File: src/rtl/reset_sequencer_pkg.sv
// Shared definitions for the board reset sequencer: state encoding and
// default timing constants used by board top-levels.
package reset_seq_defs;

  typedef enum logic [1:0] {
    ST_ASSERT  = 2'd0,
    ST_RELEASE = 2'd1,
    ST_RUN     = 2'd2
  } seq_state_e;

  localparam int DEF_NDOM    = 3;
  localparam int DEF_HOLD    = 16;
  localparam int DEF_GAP     = 8;
  localparam int DEF_TIMEOUT = 64;

endpackage

File: src/rtl/reset_sequencer_sync_bit.sv
// Two-flop synchroniser with asynchronous active-low clear; output is 0
// while cleared and follows d_i two edges later.
module sync_bit (
  input  logic clock,
  input  logic arstn,
  input  logic d_i,
  output logic q_o
);

  logic meta_q;
  logic sync_q;

  // Two-stage capture of the asynchronous input
  always_ff @(posedge clock or negedge arstn) begin
    if (!arstn) begin
      meta_q <= 1'b0;
      sync_q <= 1'b0;
    end else begin
      meta_q <= d_i;
      sync_q <= meta_q;
    end
  end

  assign q_o = sync_q;

endmodule

File: src/rtl/reset_sequencer.sv
// Board reset sequencer: holds all domains in reset until PLL lock is stable,
// then releases per-domain resets in index order, gated by each domain's ack.
module reset_sequencer
  import reset_seq_defs::*;
#(
  parameter int NDOM    = DEF_NDOM,
  parameter int HOLD    = DEF_HOLD,
  parameter int GAP     = DEF_GAP,
  parameter int TIMEOUT = DEF_TIMEOUT
) (
  input  logic            clock,
  input  logic            arstn,
  input  logic            pll_lock,
  input  logic            soft_req,
  input  logic [NDOM-1:0] ack,
  output logic [NDOM-1:0] rstn_out,
  output logic            busy,
  output logic            done,
  output logic [NDOM-1:0] ack_err
);

  localparam int CNTW = $clog2(((HOLD > TIMEOUT) ? HOLD : TIMEOUT) + 1);
  localparam int IDXW = (NDOM > 1) ? $clog2(NDOM) : 1;
  localparam logic [CNTW-1:0] CNT_MAX   = {CNTW{1'b1}};
  localparam logic [CNTW-1:0] HOLD_LAST = CNTW'(HOLD - 1);
  localparam logic [CNTW-1:0] GAP_LAST  = CNTW'(GAP - 1);
  localparam logic [CNTW-1:0] TO_LAST   = CNTW'(TIMEOUT - 1);
  localparam logic [IDXW-1:0] LAST_IDX  = IDXW'(NDOM - 1);

  seq_state_e      state_q, state_d;
  logic [CNTW-1:0] cnt_q, cnt_d, cnt_inc_s;
  logic [IDXW-1:0] idx_q, idx_d, idx_nxt_s;
  logic [NDOM-1:0] rstn_q, rstn_d;
  logic [NDOM-1:0] err_q, err_d;
  logic            busy_q, busy_d;
  logic            done_q, done_d;
  logic            lock_s;
  logic [NDOM-1:0] ack_s;
  logic            abort_s;
  logic            adv_s;

  sync_bit u_sync_lock (
    .clock (clock),
    .arstn (arstn),
    .d_i   (pll_lock),
    .q_o   (lock_s)
  );

  for (genvar g = 0; g < NDOM; g++) begin : g_ack_sync
    sync_bit u_sync_ack (
      .clock (clock),
      .arstn (arstn),
      .d_i   (ack[g]),
      .q_o   (ack_s[g])
    );
  end

  assign abort_s   = soft_req | ~lock_s;
  assign cnt_inc_s = (cnt_q == CNT_MAX) ? cnt_q : cnt_q + CNTW'(1);
  assign idx_nxt_s = idx_q + IDXW'(1);

  // Next-state, counter, stage index and reset-vector decode
  always_comb begin
    state_d = state_q;
    cnt_d   = cnt_q;
    idx_d   = idx_q;
    rstn_d  = rstn_q;
    err_d   = err_q;
    adv_s   = 1'b0;
    case (state_q)
      ST_ASSERT: begin
        rstn_d = '0;
        idx_d  = '0;
        if (abort_s) begin
          cnt_d = '0;
        end else if (cnt_q == HOLD_LAST) begin
          state_d   = ST_RELEASE;
          rstn_d[0] = 1'b1;
          cnt_d     = '0;
        end else begin
          cnt_d = cnt_inc_s;
        end
      end
      ST_RELEASE: begin
        if (abort_s) begin
          state_d = ST_ASSERT;
          rstn_d  = '0;
          cnt_d   = '0;
          idx_d   = '0;
        end else begin
          cnt_d = cnt_inc_s;
          if (ack_s[idx_q] && (cnt_q >= GAP_LAST)) begin
            adv_s = 1'b1;
          end else if (!ack_s[idx_q] && (cnt_q == TO_LAST)) begin
            adv_s         = 1'b1;
            err_d[idx_q]  = 1'b1;
          end else begin
            adv_s = 1'b0;
          end
          // Last stage leaves for RUN; otherwise release the next domain
          if (adv_s && (idx_q == LAST_IDX)) begin
            state_d = ST_RUN;
            cnt_d   = '0;
          end else if (adv_s) begin
            idx_d             = idx_nxt_s;
            rstn_d[idx_nxt_s] = 1'b1;
            cnt_d             = '0;
          end else begin
            idx_d = idx_q;
          end
        end
      end
      ST_RUN: begin
        if (abort_s) begin
          state_d = ST_ASSERT;
          rstn_d  = '0;
          cnt_d   = '0;
          idx_d   = '0;
        end else begin
          rstn_d = '1;
        end
      end
      default: begin
        state_d = ST_ASSERT;
        rstn_d  = '0;
        cnt_d   = '0;
        idx_d   = '0;
      end
    endcase
    busy_d = (state_d != ST_RUN);
    done_d = (state_d == ST_RUN);
  end

  // Sequencer state and registered outputs
  always_ff @(posedge clock or negedge arstn) begin
    if (!arstn) begin
      state_q <= ST_ASSERT;
      cnt_q   <= '0;
      idx_q   <= '0;
      rstn_q  <= '0;
      err_q   <= '0;
      busy_q  <= 1'b1;
      done_q  <= 1'b0;
    end else begin
      state_q <= state_d;
      cnt_q   <= cnt_d;
      idx_q   <= idx_d;
      rstn_q  <= rstn_d;
      err_q   <= err_d;
      busy_q  <= busy_d;
      done_q  <= done_d;
    end
  end

  assign rstn_out = rstn_q;
  assign busy     = busy_q;
  assign done     = done_q;
  assign ack_err  = err_q;

endmodule
File: config.mk
export PLATFORM = sky130hd
export DESIGN_NAME = reset_sequencer
export DESIGN_NICKNAME = d
export VERILOG_FILES = /design/src/rtl/reset_sequencer_pkg.sv /design/src/rtl/reset_sequencer_sync_bit.sv /design/src/rtl/reset_sequencer.sv
export SDC_FILE = /design/constraint.sdc
export NUM_CORES = 1
export LEC_CHECK = 0
export ABC_CLOCK_PERIOD_IN_PS = 2500
export BUFFER_PORTS_ARGS = -buffer_cell sky130_fd_sc_hd__buf_2
export CAP_MARGIN = 10
export CORE_ASPECT_RATIO = 0.9
export CORE_MARGIN = 1.5
export CORE_UTILIZATION = 55
export CTS_CLUSTER_DIAMETER = 50
export DETAILED_ROUTE_END_ITERATION = 6
export PLACE_DENSITY = 0.76
export SETUP_SLACK_MARGIN = 0.5
export SYNTH_ARGS = -nofsm -noshare
export SYNTH_HDL_FRONTEND = slang
export SYNTH_SLANG_ARGS = --single-unit
File: constraint.sdc
create_clock -name clock -period 2.5 [get_ports clock]
set_input_delay 0.375 -clock clock [delete_from_list [all_inputs] [get_ports clock]]
set_output_delay 0.375 -clock clock [all_outputs]
set_load 0.01 [all_outputs]
==> flow_metrics.py, run 1 <==
metrics = {
    "global_route": {
        "grt_antenna_before_repair": 0,
        "first_global_vias": 1023,
        "grt_start_max_net_pins": 28,
        "gr-total-overflow": 0,
        "global_route_wire_length_before_repair_um": 4590,
        "globalRouteTotalUtil_pct": 21.4,
    },
    "clocking": {
        "root_driver": "sky130_fd_sc_hd__clkbuf_4",
        "clock_tree_from_tritoncts": "yes",
        "clk-insertion-delay-late_ps": 330,
        "cts-buffers-inserted": 3,
        "cts.path.max_buffers": 2,
        "h-tree-depth": 1,
        "clkTransAtPathRegs_ps": 140,
        "clock-sinks": 27,
    },
    "floorplanning": {
        "design.core.area_mm2": 0.00224,
        "die_area_mm2": 0.00277,
        "vertical_extent_of_the_die_um": 50.1,
        "die_w_um": 55.3,
        "num_rows": 16,
        "start_util_pct": 60.4,
        "ios": 15,
    },
    "synthesis": {
        "yosysWarnings": 0,
        "syn-num-nets": 148,
        "synth_ff_type": "sky130_fd_sc_hd__dfrtp_1",
        "netlist_top_cells_count": "26 x sky130_fd_sc_hd__dfrtp_1, 15 x sky130_fd_sc_hd__nand2_1, 10 x sky130_fd_sc_hd__nor2_1",
        "ys_seq_elements": 27,
        "synth-edff-count": 0,
        "mappedNetlistArea_mm2": 0.00135,
        "yosys-mux-area-fraction_pct": 4.25,
        "fraction_of_the_mapped_netlist_area_in_compound_gates_pct": 17.6,
        "synth.top_cell.area_share_pct": 48.1,
        "fraction_of_the_mapped_netlist_area_in_simple_logic_gates_pct": 18.5,
        "post_synth_inst_count": 134,
        "seq_area_frac_synth_pct": 50.0,
        "synth_top_cells_by_area": "sky130_fd_sc_hd__dfrtp_1 48%, sky130_fd_sc_hd__ha_1 6.5%, sky130_fd_sc_hd__nand2_1 4.2%",
        "dominant_combinational_cell_family_by_area_after_synthesis": "simple AND/OR/NAND/NOR gates",
        "ys_async_sr_fraction_pct": 100,
        "post-synth-top-count-cell": "sky130_fd_sc_hd__dfrtp_1",
        "netlist-cell-type-count": 39,
        "synthesis.area_per_instance_um2": 10.1,
        "cell_accounting_for_the_most_synthesized_area": "sky130_fd_sc_hd__dfrtp_1",
        "synthAdderAreaFrac_pct": 6.47,
        "synth_xor_area_share_pct": 0,
    },
    "worst_setup_path": {
        "worstPathCellList": "ha_2 > nand3_2 > nor3_4 > mux2i_2 > or4_1 > o221ai_1",
        "worst_setup_path_start_kind": "register",
        "critical_path.max_stage_delay_ps": 490,
        "critPathSlowestCell": "sky130_fd_sc_hd__or4_1",
        "worst_ep_required_time_ps": 2760,
        "critical_path.reg2reg.startpoint": "cnt_q[1]",
        "cp_top_family": "simple AND/OR/NAND/NOR gates",
        "worst-r2r-setup-slack_ps": 630,
        "sort_of_element_at_the_end_of_the_critical_path": "register",
        "path_buf_inv": 0,
        "critPathMaxFanout": 8,
        "r2r_cells": 6,
        "critical_path.reg2reg.endpoint": "idx_q[0]",
        "worstSetupPathType": "reg2reg",
        "critical_path_arrival_ps": 2130,
    },
    "placed_design": {
        "portBuffers": 14,
        "routabilityCongestion": 0.903,
        "place.detailed.hpwl_um": 1930,
        "post_dp_cell_area_mm2": 0.00145,
    },
    "timing": {
        "setup_violations": 0,
        "slew-limit-headroom_pct": 61.9,
        "finalCritPeriodShare_pct": 74.8,
        "setup_repair_after_global_routing_missed_its_margin": "false",
        "setup_tns_ps": 0,
        "max_freq_mhz": 535,
        "timing_worst_slew_pin_value_ps": 572,
        "timing.final.hold_violations": 0,
        "maxSlewViolCount": 0,
        "finalWorstPathRequiredPeriod_ps": 1870,
        "fin_worst_skew_ps": 2.11,
    },
    "final_layout": {
        "layout-drive-gt1-share_pct": 21.3,
        "antenna_cells_inserted": 0,
        "num-nets-final": 165,
        "syn_to_final_growth_pct": 11.7,
        "postLayoutCellArea_mm2": 0.00151,
    },
    "routing": {
        "wl_um": 2660,
        "detail_route.drc_violations": 0,
        "routed-via-count": 1059,
        "detailedRoute.firstIterationViolations": 41,
        "detail_routed_via_count_per_cell": 5.98,
        "route.detailed.wl_per_inst_um": 15.0,
        "ant_nets": 0,
        "drt_first_pass_iters": 4,
    },
    "pwr": {
        "cellLeakagePower_nw": 0.661,
        "ir_worst_vdd_v": 0.000450,
        "p_per_area_mw_per_mm2": 446,
    },
    "run": {
        "maxCapViolCount": 0,
    },
    "run_status": {
        "run_status": "finished, final reports clean",
    },
    "min_path": {
        "hold_class": "in2async",
    },
}
[cells in the final DEF, fill, tap and decap left out, drive strengths merged, types with 3 or more instances in the layout]
cell and n:
mux2i 5, a21o 3, a211oi 3, o22ai 4, ha 7, o211ai 3
nor2b 4, dfrtp 26, nand2 15, o21ai 8, buf 17, inv 5
nor3 6, nor4 3, a21oi 7, nor2 10, nand3 3, clkbuf 3
[stage by stage]
stage | std cells | power [mW] | worst slack (ps) | utilization (%) | hold WS (ps)
after floorplan | 134 | 0.470 | 708 | - | 79.4
after global placement | 172 | 0.486 | 620 | 64.6 | 332
after detailed placement | 172 | 0.488 | 503 | 64.6 | 342
after CTS | 176 | 0.679 | 509 | 66.0 | 34.5
after global routing | 177 | 0.702 | 505 | 67.5 | 66.7
final | 177 | 0.674 | 631 | 67.5 | 14.4
[cells by family after synthesis]
kind of cell    after synthesis
compound gates               35
fa+ha+maj                     7
buf+inv                      10
flops                        27
mux                           5
simple gates                 50
[power by group]
group / leakage [nW] / internal [mW] / switching (mW) / total [mW]
clock: 0.0139 / 0.0614 / 0.132 / 0.193
sequential: 0.353 / 0.445 / 0.00389 / 0.449
combinational: 0.294 / 0.0125 / 0.0196 / 0.0321
total: 0.661 / 0.519 / 0.156 / 0.674
[layout make-up]
cell class                      instances  area [um2]
Fill cell                             187         729
Clock buffer                            3        22.5
Timing Repair Buffer                   17        92.6
Sequential cell                        27         678
Multi-Input combinational cell         97         659
Inverter                                5        18.8
Clock inverter                          1        7.51
Tap cell                               27        33.8
[worst max-delay path by stage]
stage	startpoint	to	slack (ps)	cells past startpoint
after global placement	cnt_q[0]	cnt_q[4]	620	7
after global routing	cnt_q[1]	idx_q[0]	510	6
final	cnt_q[1]	idx_q[0]	630	6
after detailed placement	cnt_q[0]	idx_q[0]	500	6
after floorplan	cnt_q[0]	idx_q[0]	710	6
after CTS	cnt_q[0]	idx_q[0]	510	6
[routing by layer]
metal  vias up  GRT usage (%)  part of all wire [%]
met1       498           28.5                    47
met4         0           4.88                  0.94
met5         -              0                     0
met3         5           5.51                   7.1
met2        47           35.3                    45
li1        509              -                     -
[registers in the layout (all words and copies together), names as in the netlist]
register	flops
idx_q	2
u_sync_lock.q_o	1
state_q	2
g_ack_sync.u_sync_ack.q_o	3
done	1
g_ack_sync.u_sync_ack.meta_q	3
ack_err	3
u_sync_lock.meta_q	1
cnt_q	7
rstn_out	3
busy	1
[repair_timing]
item | CTS | global route
hold buffers | 0 | 0
pin swaps | 0 | 1
cloned | 0 | 0
buffers inserted | 0 | 1
setup endpoints to repair | 1 | 10
resized for setup | 1 | 5
Power figures use the tool's default switching activity.
==> inputs of run 2 (changes only) <==
ABC_CLOCK_PERIOD_IN_PS = 2000   (was 2500)
clock period = 2 ns   (was 2.5 ns; I/O delays follow)
==> run 2 against run 1 <==
Largest power group unchanged. Hold slack better by 51 ps. Largest cell class is now multi-input combinational cells. Worst setup slack worse by 370 ps. Sequential power up 25%. First-iteration DRC count down 7.3%. Critical path type unchanged. Final area up 18%. Highest routed layer unchanged.
==> flow_metrics.py, run 2 (same netlist as run 1, synthesis figures left out) <==
metrics = {
    "timing": {
        "maxSlewViolCount": 0,
        "timing.final.hold_violations": 0,
        "setup_repair_after_global_routing_missed_its_margin": "true",
        "finalCritPeriodShare_pct": 87.0,
        "timing_worst_slew_pin_value_ps": 583,
        "setup_violations": 0,
        "fin_worst_skew_ps": 4.56,
        "max_freq_mhz": 575,
        "setup_ws_ps": 260,
        "timing.hold.ws_ps": 65.1,
        "slew-limit-headroom_pct": 61.2,
        "setup_tns_ps": 0,
        "finalWorstPathRequiredPeriod_ps": 1740,
    },
    "clocking": {
        "cts.path.max_buffers": 2,
        "h-tree-depth": 1,
        "cts-buffers-inserted": 3,
        "clkTransAtPathRegs_ps": 140,
        "clk-insertion-delay-late_ps": 330,
        "root_driver": "sky130_fd_sc_hd__clkbuf_4",
        "clock-sinks": 27,
        "clock_tree_from_tritoncts": "yes",
    },
    "routing": {
        "detail_routed_via_count_per_cell": 6.05,
        "routed-via-count": 1167,
        "route.detailed.wl_per_inst_um": 16.1,
        "detail_route.drc_violations": 0,
        "wl_um": 3110,
        "detailedRoute.firstIterationViolations": 38,
        "drt_first_pass_iters": 4,
        "ant_nets": 0,
    },
    "global_route": {
        "first_global_vias": 1068,
        "globalRouteTotalUtil_pct": 23.4,
        "grt_antenna_before_repair": 0,
        "global_route_wire_length_before_repair_um": 5030,
        "grt_start_max_net_pins": 28,
        "gr-total-overflow": 0,
    },
    "final_layout": {
        "layout_commonest_cell": "sky130_fd_sc_hd__dfrtp_1",
        "number_of_flip_flops_in_the_largest_register": 7,
        "finish.utilization_pct": 79.5,
        "layout_common_cells": "19 x sky130_fd_sc_hd__dfrtp_1, 17 x sky130_fd_sc_hd__buf_4, 14 x sky130_fd_sc_hd__buf_2, 13 x sky130_fd_sc_hd__nand2_1, 8 x sky130_fd_sc_hd__nor2_1",
        "syn_to_final_growth_pct": 31.6,
        "num-nets-final": 181,
        "fillerInstances": 138,
        "layout-drive-gt1-share_pct": 41.6,
        "antenna_cells_inserted": 0,
        "regMostFlops": "cnt_q",
    },
    "placed_design": {
        "portBuffers": 14,
        "place.detailed.hpwl_um": 1910,
        "dp_worst_setup_slack_ps": 207,
        "routabilityCongestion": 0.943,
    },
    "pwr": {
        "cellLeakagePower_nw": 0.759,
        "total_power_uw": 850,
        "ir_worst_vdd_v": 0.000570,
        "p_per_area_mw_per_mm2": 477,
    },
    "floorplanning": {
        "num_rows": 16,
        "die_w_um": 55.3,
        "vertical_extent_of_the_die_um": 50.1,
        "design.core.area_mm2": 0.00224,
        "die_area_mm2": 0.00277,
        "ios": 15,
        "start_util_pct": 60.4,
    },
    "worst_setup_path": {
        "worst_setup_path_start_kind": "register",
        "worst_ep_required_time_ps": 2240,
        "cp_top_family": "multiplexers",
        "worstSetupPathType": "reg2reg",
        "path_buf_inv": 0,
        "critPathSlowestCell": "sky130_fd_sc_hd__dfrtp_2",
        "sort_of_element_at_the_end_of_the_critical_path": "register",
        "worstPathCellList": "mux2i_2 > o21ai_4 > mux2i_4 > o22ai_1 > nor3_1",
        "critical_path_arrival_ps": 1980,
        "critPathMaxFanout": 8,
        "critical_path.max_stage_delay_ps": 480,
    },
    "run": {
        "maxCapViolCount": 0,
    },
    "run_status": {
        "run_status": "finished, final reports clean",
    },
    "min_path": {
        "hold_class": "in2reg",
    },
}
run 2: final timing paths:
| kind | start | endpoint | slack [ps] | depth (start not counted) |
|---|---|---|---|---|
| worst max register to register | idx_q[0] | state_q[0] | 260 | 5 |
| worst min-delay path | ack[0] | g_ack_sync[0].u_sync_ack.meta_q | 70 | 1 |
| worst min register to register | g_ack_sync[2].u_sync_ack.meta_q | g_ack_sync[2].u_sync_ack.q_o | 370 | 0 |
| worst max-delay path | idx_q[0] | state_q[0] | 260 | 5 |
| max in group asynchronous | arstn | state_q[0] | 1100 | 2 |
| min in group asynchronous | arstn | ack_err[1] | 480 | 2 |
run 2: metrics by stage:
step	cells	instance area (um2)
floorplan	134	1420
global placement	175	1530
detailed placement	175	1530
CTS	190	1700
global route	193	1780
finish	193	1780
run 2: layout make-up:
| class | count | area, um2 | share of cell area, % |
|---|---|---|---|
| Clock inverter | 1 | 7.51 | 0.421 |
| Tap cell | 27 | 33.8 | 1.90 |
| Clock buffer | 3 | 22.5 | 1.26 |
| Inverter | 5 | 18.8 | 1.05 |
| Multi-Input combinational cell | 97 | 795 | 44.6 |
| Timing Repair Buffer | 33 | 219 | 12.3 |
| Sequential cell | 27 | 686 | 38.5 |
run 2: metal layers:
metal  routed length, um  share of wire [%]  vias up  GRT usage, %
met5                   0                  0        -             0
met4                  15               0.48        0          4.07
met3                 219                7.0        2          6.30
met2                1590                 51       44          37.9
met1                1280                 41      574          32.0
li1                    -                  -      547             -
run 2: power breakdown:
| group | total [mW] | internal (mW) | switching, mW |
|---|---|---|---|
| clock | 0.239 | 0.0766 | 0.162 |
| sequential | 0.561 | 0.556 | 0.00469 |
| combinational | 0.0507 | 0.0221 | 0.0286 |
run 2: timing repair:
action	in CTS	in global routing
gates resized for setup	13	16
gates cloned	0	0
setup buffers	10	3
setup endpoints to repair	16	19
hold buffers	1	0
endpoints found under the hold margin	26	0
pin swaps	2	10
==> inputs of run 3 (changes only) <==
SETUP_SLACK_MARGIN = 0.1   (was 0.5)
==> run 3 against run 2 <==
Hold slack got worse by 6.8 ps. Final area decreased by 8.1%. Clock power increased by 5%. Worst setup slack got worse by 120 ps. Count of clock-buffer cells in the layout unchanged. Clock skew increased by 8.0 ps. Non-clock buffer count decreased by 6. Largest cell class unchanged. Highest routed layer unchanged.
==> flow_metrics.py, run 3 (same netlist as run 1, synthesis figures left out) <==
metrics = {
    "worst_setup_path": {
        "critPathSlowestCell": "sky130_fd_sc_hd__dfrtp_1",
        "worstPathCellList": "nand3_4 > nor3_4 > mux2i_2 > buf_4 > or4_4 > o221ai_2",
        "worst_setup_path_start_kind": "register",
        "sort_of_element_at_the_end_of_the_critical_path": "register",
        "worstSetupPathType": "reg2reg",
        "r2r_cells": 6,
        "critPathMaxFanout": 7,
        "worst_ep_required_time_ps": 2280,
        "critical_path.max_stage_delay_ps": 550,
        "critical_path_arrival_ps": 2130,
    },
    "final_layout": {
        "layout_commonest_cell": "sky130_fd_sc_hd__dfrtp_1",
        "regMostFlops": "cnt_q",
        "syn_to_final_growth_pct": 20.9,
        "number_of_flip_flops_in_the_largest_register": 7,
        "fillerInstances": 148,
        "area.sequential_um2": 678,
        "multi_input_combinational_cell_area_um2": 702,
        "layout-drive-gt1-share_pct": 28.7,
        "antenna_cells_inserted": 0,
        "layout_common_cells": "25 x sky130_fd_sc_hd__dfrtp_1, 15 x sky130_fd_sc_hd__nand2_1, 14 x sky130_fd_sc_hd__buf_2, 11 x sky130_fd_sc_hd__buf_4, 10 x sky130_fd_sc_hd__nor2_1",
        "num-nets-final": 175,
    },
    "min_path": {
        "holdPathStages": 1,
        "hold_class": "in2reg",
    },
    "clocking": {
        "clock-sinks": 27,
        "cts-buffers-inserted": 3,
        "h-tree-depth": 1,
        "clkTransAtPathRegs_ps": 160,
        "clk-insertion-delay-late_ps": 350,
        "cts.path.max_buffers": 2,
        "clock_tree_from_tritoncts": "yes",
        "root_driver": "sky130_fd_sc_hd__clkbuf_4",
    },
    "global_route": {
        "grt_start_max_net_pins": 28,
        "gr-total-overflow": 0,
        "grt_antenna_before_repair": 0,
        "global_route_wire_length_before_repair_um": 4590,
        "first_global_vias": 1103,
        "globalRouteTotalUtil_pct": 21.8,
    },
    "routing": {
        "drt_first_pass_iters": 5,
        "wl_um": 2970,
        "ant_nets": 0,
        "route.detailed.wl_per_inst_um": 15.9,
        "detail_routed_via_count_per_cell": 6.16,
        "routed-via-count": 1152,
        "detail_route.drc_violations": 0,
        "detailedRoute.firstIterationViolations": 58,
    },
    "timing": {
        "timing.hold.ws_ps": 58.3,
        "timing_worst_slew_pin_value_ps": 595,
        "setup_violations": 0,
        "slew-limit-headroom_pct": 60.0,
        "finalWorstPathRequiredPeriod_ps": 1860,
        "setup_tns_ps": 0,
        "finalCritPeriodShare_pct": 92.8,
        "fin_worst_skew_ps": 12.5,
        "maxSlewViolCount": 0,
        "max_freq_mhz": 539,
        "timing.final.hold_violations": 0,
        "setup_repair_after_global_routing_missed_its_margin": "false",
    },
    "floorplanning": {
        "ios": 15,
        "die_area_mm2": 0.00277,
        "vertical_extent_of_the_die_um": 50.1,
        "design.core.area_mm2": 0.00224,
        "start_util_pct": 60.4,
        "num_rows": 16,
        "die_w_um": 55.3,
    },
    "run": {
        "maxCapViolCount": 0,
    },
    "pwr": {
        "ir_worst_vdd_v": 0.000521,
        "p_per_area_mw_per_mm2": 524,
        "cellLeakagePower_nw": 0.721,
    },
    "placed_design": {
        "portBuffers": 14,
        "place.detailed.hpwl_um": 1970,
        "routabilityCongestion": 0.903,
    },
    "run_status": {
        "run_status": "finished, final reports clean",
    },
}
## run 3: changes by cell type in the layout (fill, tap and decap cells not counted), moves of 2 or more
| cell | before | now |
|---|---|---|
| sky130_fd_sc_hd__nand2_1 | 13 | 15 |
| sky130_fd_sc_hd__a211oi_2 | 2 | 0 |
| sky130_fd_sc_hd__a21oi_1 | 5 | 7 |
| sky130_fd_sc_hd__nor2_1 | 8 | 10 |
| sky130_fd_sc_hd__a21oi_2 | 2 | 0 |
| sky130_fd_sc_hd__a211oi_1 | 1 | 3 |
| sky130_fd_sc_hd__o21ai_2 | 2 | 0 |
| sky130_fd_sc_hd__dfrtp_1 | 19 | 25 |
| sky130_fd_sc_hd__nand2_2 | 2 | 0 |
| sky130_fd_sc_hd__nor4_4 | 2 | 0 |
| sky130_fd_sc_hd__buf_4 | 17 | 11 |
| sky130_fd_sc_hd__nor4_2 | 1 | 3 |
| sky130_fd_sc_hd__dfrtp_2 | 7 | 1 |
## run 3: final cells by class
type                            instances  share of cell area, %
Clock inverter                          1                  0.459
Timing Repair Buffer                   27                   10.6
Sequential cell                        27                   41.4
Tap cell                               27                   2.06
Multi-Input combinational cell         97                   42.9
Clock buffer                            3                   1.38
Inverter                                5                   1.15
## run 3: power by group
group          internal, mW  total [mW]  switching (mW)
sequential            0.556       0.561         0.00521
combinational        0.0191      0.0465          0.0274
clock                0.0769       0.250           0.173
## run 3: per-stage QoR
stage | util, % | setup WS (ps) | area [um2] | total power, mW | cells
final | 73.0 | 145 | 1640 | 0.858 | 187
after global routing | 73.0 | 64.4 | 1640 | 0.887 | 187
after CTS | 68.9 | 103 | 1540 | 0.855 | 183
after detailed placement | 66.2 | 23.7 | 1490 | 0.610 | 177
after global placement | 66.2 | 145 | 1490 | 0.607 | 177
after floorplan | - | 208 | 1350 | 0.587 | 134
## run 3: timing repair
item,CTS,global route
endpoints found under the hold margin,26,0
setup endpoints to repair,9,16
pin swaps,0,3
buffers inserted,1,4
gates resized for setup,2,14
hold buffers,1,0
## run 3: critical path: cells and delay by family (launching register included)
kind	cells	cell delay, ps
AOI/OAI and AO/OA	1	70
DFF	1	550
and+or+nand+nor	3	890
muxes	1	120
buffers and inverters	1	170
## run 3: metal layers
metal	global-route usage (%)	wire, um	up-vias	part of all wire [%]
li1	-	-	531	-
met1	26.7	1320	548	45
met2	34.9	1350	64	45
met3	5.77	219	9	7.4
met4	12.6	77	0	2.6
met5	0	0	-	0
## run 3: worst paths after layout
check                                           startpoint                              end  slack (ps)
max                                               cnt_q[3]                         idx_q[0]         140
min                                                 ack[0]  g_ack_sync[0].u_sync_ack.meta_q          60
max reg2reg                                       cnt_q[3]                         idx_q[0]         140
min reg2reg                g_ack_sync[1].u_sync_ack.meta_q     g_ack_sync[1].u_sync_ack.q_o         370
max in group asynchronous                            arstn                         idx_q[0]        1120
min in group asynchronous                            arstn                       ack_err[1]         470
